<file path="config.mk">
export PLATFORM = sky130hd
export DESIGN_NAME = argmax_classifier_flat
export DESIGN_NICKNAME = d
export VERILOG_FILES = /design/src/rtl/argmax_classifier_if.sv /design/src/rtl/argmax_classifier.sv /design/src/flat_wrapper.sv
export SDC_FILE = /design/constraint.sdc
export NUM_CORES = 1
export LEC_CHECK = 0
export ABC_AREA = 1
export ABC_CLOCK_PERIOD_IN_PS = 3300
export CAP_MARGIN = 20
export CORE_MARGIN = 10
export CORE_UTILIZATION = 55
export DETAILED_ROUTE_END_ITERATION = 10
export GPL_TIMING_DRIVEN = 1
export MAX_ROUTING_LAYER = met4
export PLACE_DENSITY = 0.8
export REMOVE_ABC_BUFFERS = 1
export SYNTH_ARGS = -nofsm -noshare
export SYNTH_HDL_FRONTEND = slang
export SYNTH_SLANG_ARGS = --single-unit
</file>
<file path="constraint.sdc">
create_clock -name clk -period 3.3 [get_ports clk]
set_input_delay 0.33 -clock clk [delete_from_list [all_inputs] [get_ports clk]]
set_output_delay 0.33 -clock clk [all_outputs]
set_load 0.01 [all_outputs]
</file>
<file path="src/rtl/argmax_classifier_if.sv">
// rtl/argmax_classifier_if.sv - start/score-memory/result bundle for argmax_classifier
interface argmax_classifier_if;
  logic       start;
  logic [9:0] rd_addr;
  logic [7:0] rd_data;
  logic       done;
  logic       valid;
  logic [3:0] class_id;
  logic [7:0] max_score;
  logic [7:0] margin;
  logic       low_conf;

  modport slave (
    input  start, rd_data,
    output rd_addr, done, valid, class_id, max_score, margin, low_conf
  );

  modport master (
    output start, rd_data,
    input  rd_addr, done, valid, class_id, max_score, margin, low_conf
  );
endinterface

</file>
<file path="src/rtl/argmax_classifier.sv">
// rtl/argmax_classifier.sv - sequential argmax over a score memory with top-two margin
// Each class costs ISSUE/WAIT/COMPARE; results latch one cycle after the last compare.
module argmax_classifier #(
  parameter int NUM_CLASSES = 10,
  parameter int BASE_ADDR   = 0,
  parameter int MARGIN_TH   = 16
) (
  input  logic                  clk,
  input  logic                  rst_n,
  argmax_classifier_if.slave    bus
);

  localparam logic [9:0] BASE_A   = 10'(BASE_ADDR);
  localparam logic [3:0] LAST_IDX = 4'(NUM_CLASSES - 1);
  localparam logic [7:0] TH       = 8'(MARGIN_TH);

  typedef enum logic [2:0] {
    S_IDLE,
    S_ISSUE,
    S_WAIT,
    S_COMPARE,
    S_FINISH
  } state_t;

  state_t     state_q, state_d;
  logic [3:0] i_q, i_d;
  logic [7:0] best_q, best_d;
  logic [7:0] second_q, second_d;
  logic [3:0] best_idx_q, best_idx_d;
  logic [9:0] rd_addr_q, rd_addr_d;
  logic       done_q, done_d;
  logic       valid_q, valid_d;
  logic [3:0] class_id_q, class_id_d;
  logic [7:0] max_score_q, max_score_d;
  logic [7:0] margin_q, margin_d;
  logic       low_conf_q, low_conf_d;
  logic [7:0] diff;

  // best >= second always holds, so this never wraps
  assign diff = best_q - second_q;

  always_comb begin
    state_d     = state_q;
    i_d         = i_q;
    best_d      = best_q;
    second_d    = second_q;
    best_idx_d  = best_idx_q;
    rd_addr_d   = rd_addr_q;
    done_d      = done_q;
    valid_d     = 1'b0;
    class_id_d  = class_id_q;
    max_score_d = max_score_q;
    margin_d    = margin_q;
    low_conf_d  = low_conf_q;

    unique case (state_q)
      S_IDLE: begin
        done_d = 1'b0;
        if (bus.start) begin
          i_d        = '0;
          best_d     = '0;
          second_d   = '0;
          best_idx_d = '0;
          state_d    = S_ISSUE;
        end
      end
      S_ISSUE: begin
        rd_addr_d = BASE_A + {6'd0, i_q};
        state_d   = S_WAIT;
      end
      S_WAIT: begin
        state_d = S_COMPARE;
      end
      S_COMPARE: begin
        // strict compare keeps the lowest index on ties; an equal score lands in second
        if (bus.rd_data > best_q) begin
          second_d   = best_q;
          best_d     = bus.rd_data;
          best_idx_d = i_q;
        end else if (bus.rd_data > second_q) begin
          second_d = bus.rd_data;
        end
        if (i_q == LAST_IDX) begin
          state_d = S_FINISH;
        end else begin
          i_d     = i_q + 4'd1;
          state_d = S_ISSUE;
        end
      end
      S_FINISH: begin
        // done_q low marks the first FINISH cycle, where results are published
        if (!done_q) begin
          class_id_d  = best_idx_q;
          max_score_d = best_q;
          margin_d    = diff;
          low_conf_d  = (diff < TH);
          valid_d     = 1'b1;
          done_d      = 1'b1;
        end else if (!bus.start) begin
          done_d  = 1'b0;
          state_d = S_IDLE;
        end
      end
      default: begin
        state_d = S_IDLE;
      end
    endcase
  end

  always_ff @(posedge clk or negedge rst_n) begin
    if (!rst_n) begin
      state_q     <= S_IDLE;
      i_q         <= '0;
      best_q      <= '0;
      second_q    <= '0;
      best_idx_q  <= '0;
      rd_addr_q   <= '0;
      done_q      <= 1'b0;
      valid_q     <= 1'b0;
      class_id_q  <= '0;
      max_score_q <= '0;
      margin_q    <= '0;
      low_conf_q  <= 1'b0;
    end else begin
      state_q     <= state_d;
      i_q         <= i_d;
      best_q      <= best_d;
      second_q    <= second_d;
      best_idx_q  <= best_idx_d;
      rd_addr_q   <= rd_addr_d;
      done_q      <= done_d;
      valid_q     <= valid_d;
      class_id_q  <= class_id_d;
      max_score_q <= max_score_d;
      margin_q    <= margin_d;
      low_conf_q  <= low_conf_d;
    end
  end

  assign bus.rd_addr   = rd_addr_q;
  assign bus.done      = done_q;
  assign bus.valid     = valid_q;
  assign bus.class_id  = class_id_q;
  assign bus.max_score = max_score_q;
  assign bus.margin    = margin_q;
  assign bus.low_conf  = low_conf_q;

endmodule

</file>
<file path="src/flat_wrapper.sv">
// flat-port wrapper written by rule: the top's interface ports become plain ports
module argmax_classifier_flat 
#(
  parameter int NUM_CLASSES = 10,
  parameter int BASE_ADDR   = 0,
  parameter int MARGIN_TH   = 16
)
  (clk, rst_n, bus_start, bus_rd_data, bus_rd_addr, bus_done, bus_valid, bus_class_id, bus_max_score, bus_margin, bus_low_conf);
  argmax_classifier_if bus_i ();
  input  logic clk;
  input  logic rst_n;
  input wire logic [$bits(bus_i.start)-1:0] bus_start;
  input wire logic [$bits(bus_i.rd_data)-1:0] bus_rd_data;
  output wire logic [$bits(bus_i.rd_addr)-1:0] bus_rd_addr;
  output wire logic [$bits(bus_i.done)-1:0] bus_done;
  output wire logic [$bits(bus_i.valid)-1:0] bus_valid;
  output wire logic [$bits(bus_i.class_id)-1:0] bus_class_id;
  output wire logic [$bits(bus_i.max_score)-1:0] bus_max_score;
  output wire logic [$bits(bus_i.margin)-1:0] bus_margin;
  output wire logic [$bits(bus_i.low_conf)-1:0] bus_low_conf;
  assign bus_i.start = bus_start;
  assign bus_i.rd_data = bus_rd_data;
  assign bus_rd_addr = bus_i.rd_addr;
  assign bus_done = bus_i.done;
  assign bus_valid = bus_i.valid;
  assign bus_class_id = bus_i.class_id;
  assign bus_max_score = bus_i.max_score;
  assign bus_margin = bus_i.margin;
  assign bus_low_conf = bus_i.low_conf;
  argmax_classifier #(.NUM_CLASSES(NUM_CLASSES), .BASE_ADDR(BASE_ADDR), .MARGIN_TH(MARGIN_TH)) u_core (.clk(clk), .rst_n(rst_n), .bus(bus_i));
endmodule
</file>
==> summary.md <==
| Metric | Value |
|---|---|
| TritonCTS Buffers | `5` |
| Synth Register Bits | `54` |
| Die height | `95.5 um` |
| Routed via count | `2517` |
| GPL Wtd Cong | `0.876` |
| Ys flop type | `dfrtp_1` |
| Simple-gate share of the synthesized area | `25.2%` |
| XOR/XNOR share of the synthesized area | `1.40%` |
| Pre-CTS WS | `0.886 ns` |
| Buffer levels on the longest clock path | `2` |
| CP endpoint | `u_core.best_q[7]` |
| Die area | `0.00911 mm2` |
| Worst reg-to-reg path cell count | `10` |
| Setup Buffers After CTS | `0` |
| First-pass GRT wire length | `11500 um` |
| Filler cell count | `449` |
| YS warnings | `0` |
| Overflow after GRT | `0` |
| Post-Synthesis Cell Area | `0.00313 mm2` |
| Critical Path RT | `3.54 ns` |
| RSZ-0062 raised after global routing | `false` |
| Leak | `1.80 nW` |
| Vias per inst | `5.19` |
| Worst-path fanout max | `12` |
| Vias in the first global route | `2536` |
| WS Path Type | `in2reg` |
| Worst r2r src | `u_core.best_q[7]` |
| DRT antenna net count | `0` |
| CP endpoint kind | `flop` |
| Worst-skew pair later-pin latency | `0.31 ns` |
| Hold Crit Class | `reg2reg` |
| Setup TNS | `0 ns` |
| Mux cell area share after synthesis | `0%` |
| Die Wd | `95.5 um` |
| PortBufs | `37` |
| Outcome | `finished clean` |
| Core area | `0.00551 mm2` |
| Fmax | `486 MHz` |
| Post-Route WL | `6800 um` |
| Slew headroom | `63.8%` |
| Count of cells resized by post-cts repair | `0` |
| Min cycle time layout | `2.06 ns` |
| Synth Area in Adders | `10.6%` |
| Tcrit/Tclk final | `62.4%` |
| Final hold violation count | `0` |
| Diodes inserted | `0` |
| Pwr Density | `1010 mW/mm2` |
| Largest net degree at the start of global routing | `38` |
| Design Power | `0.00369 W` |
| End of the worst register-to-register path | `u_core.best_q[7]` |
| Site Rows | `27` |
| Post-synth EDFFs | `0` |
| CP Data Arrival Time | `2.30 ns` |
| Worst Setup SP | `bus_rd_data[7]` |
| Avg Inst Size Synth | `8.40 um2` |
| Layout cell share with drive strength beyond 1 | `10.2%` |
| Layout area overhead | `16.1%` |
| Worst vdd ir | `0.000508 V` |
| IO Count | `44` |
| Tightest Pin Transition | `0.542 ns` |
| WL/cell | `14.0 um` |
| Largest family of logic cells by synthesized area | `simple AND/OR/NAND/NOR gates` |
| Netlist cell types | `36` |
| H-tree levels | `2` |
| Number of antenna violations at the first check in global routing | `0` |
| Clock root buffer master | `clkbuf_8` |
| Max Slew Vio Count | `0` |
| Post-synthesis sequential area ratio | `43.1%` |
| Gr usage total | `16.0%` |
| Setup slack after layout | `1.24 ns` |
| # setup viols final | `0` |
| Reg2reg setup slack | `1.29 ns` |
| CTS tree | `yes` |
| DP Wirelength | `5230 um` |
| Drt pass-1 iters | `4` |
| # DRC | `0` |
| Max-Cap Viols | `0` |
| Starting DRC count in detailed routing | `103` |
| Clk sinks | `54` |
| Starting Density | `56.9%` |
| Synth async-reset ratio | `100%` |
| Reg clk slew, reported paths | `0.09 ns` |
| Mapped Cells | `373` |
| Nets | `449` |
| Worst Skew | `0.00693 ns` |
| Post-place instance area | `0.00353 mm2` |
| Startpoint class of the critical path | `input port` |
| Synth Area in Compound Gates | `10.9%` |
| Design area | `0.00364 mm2` |
-- per-layer routing --
metal / vias up / global-route usage [%] / wire length, um
met5: - / - / 0
li1: 1288 / - / -
met4: 0 / 6.02 / 106
met2: 61 / 26.3 / 3260
met3: 11 / 3.77 / 408
met1: 1157 / 18.7 / 3020
-- cell usage after synthesis, types with 2 or more instances --
cell type | instances | area, um2
nand2_1 | 109 | 409
dfrtp_1 | 54 | 1350
inv_1 | 36 | 135
ha_1 | 25 | 313
nand3_1 | 23 | 115
a21oi_1 | 17 | 85.1
o21ai_1 | 17 | 85.1
nor2_1 | 13 | 48.8
nand4_1 | 10 | 62.6
o21ai_2 | 10 | 87.6
o21ai_0 | 8 | 40.0
buf_4 | 7 | 52.6
inv_2 | 7 | 26.3
buf_2 | 5 | 25.0
nand2_4 | 4 | 45.0
xnor2_1 | 4 | 35.0
o21a_1 | 3 | 22.5
buf_6 | 2 | 22.5
nand3_2 | 2 | 20.0
-- critical path, stage by stage --
cell and delay (ns):
clkdlybuf4s50_1 0.48, ha_1 0.34, nand2_1 0.07, nor2_1 0.21, nand2_1 0.08, nand2_1 0.09, nand3_2 0.08, nor2_2 0.40
nand2_1 0.13, o21ai_2 0.08
-- report_power, final --
| part | internal, W | switching, W | leakage [nW] | total [W] |
|---|---|---|---|---|
| combinational | 0.000909 | 0.00130 | 1.03 | 0.00220 |
| sequential | 0.000919 | 0.000175 | 0.724 | 0.00109 |
| clock | 0.000169 | 0.000219 | 0.0472 | 0.000388 |
| total | 0.00200 | 0.00169 | 1.80 | 0.00369 |
-- through the flow --
stage	instances	hold WS, ns	util (%)
6_report	485	0.486	66.1
5_1_grt	485	0.517	66.1
3_3_place_gp	476	0.310	64.1
4_1_cts	485	0.494	66.1
3_5_place_dp	476	0.323	64.1
2_1_floorplan	363	0.0344	-
-- sequential cells by signal, summed over array words and instances (netlist names), 3 cells and up --
| signal | count |
|---|---|
| u_core.second_q | 8 |
| u_core.i_q | 4 |
| u_core.bus.max_score | 8 |
| u_core.best_idx_q | 4 |
| u_core.best_q | 8 |
| u_core.bus.class_id | 4 |
| u_core.state_q | 3 |
| u_core.bus.margin | 8 |
| u_core.bus.rd_addr | 4 |
-- cell families (layout without fill, tap and decap cells) --
kind of cell	count (synthesis)	after routing
AO/OA/AOI/OAI	58	58
flip-flops	54	54
adder cells (fa/ha/maj)	26	26
XOR/XNOR	5	5
AND/OR/NAND/NOR	170	170
buffers and inverters	59	94
other	1	6
-- placed cells by master, fill, tap and decap left out, types with 2 or more instances in the layout --
cell type / n
clkbuf_8: 6
nor2_1: 13
inv_1: 36
conb_1: 6
nand3_2: 2
nand4_1: 10
inv_2: 7
xnor2_1: 4
clkdlybuf4s50_1: 36
ha_1: 25
o21ai_0: 8
o21ai_2: 10
dfrtp_1: 54
nand2_4: 4
buf_4: 4
nand3_1: 23
nand2_1: 109
o21a_1: 3
o21ai_1: 17
a21oi_1: 17
-- worst min-delay path by stage --
stage / from / depth (start not counted) / slack (ns) / end
after floorplan: rst_n / 0 / 0.03 / u_core.best_idx_q[0]
after global placement: rst_n / 1 / 0.31 / u_core.bus.valid
after detailed placement: rst_n / 1 / 0.32 / u_core.bus.valid
after CTS: u_core.bus.margin[5] / 2 / 0.49 / u_core.bus.margin[5]
after global routing: u_core.bus.margin[0] / 2 / 0.52 / u_core.bus.margin[0]
final: u_core.bus.margin[5] / 2 / 0.49 / u_core.bus.margin[5]
-- what timing repair did --
item | in CTS | in global routing
hold endpoints to repair | 21 | 0
hold buffers | 1 | 0
endpoints found under the setup margin | 0 | 0
-- final cells by class --
type                    count  area [um2]  share of cell area [%]
inverters                  44         165                    4.54
clock inverters             2        12.5                   0.344
clock buffers               6        82.6                    2.27
repair buffers             42         405                    11.1
well taps                  72        90.1                    2.48
multi-input cells         265        1530                    42.1
flip-flops and latches     54        1350                    37.2
No activity file was read; power rests on OpenSTA's default activity.
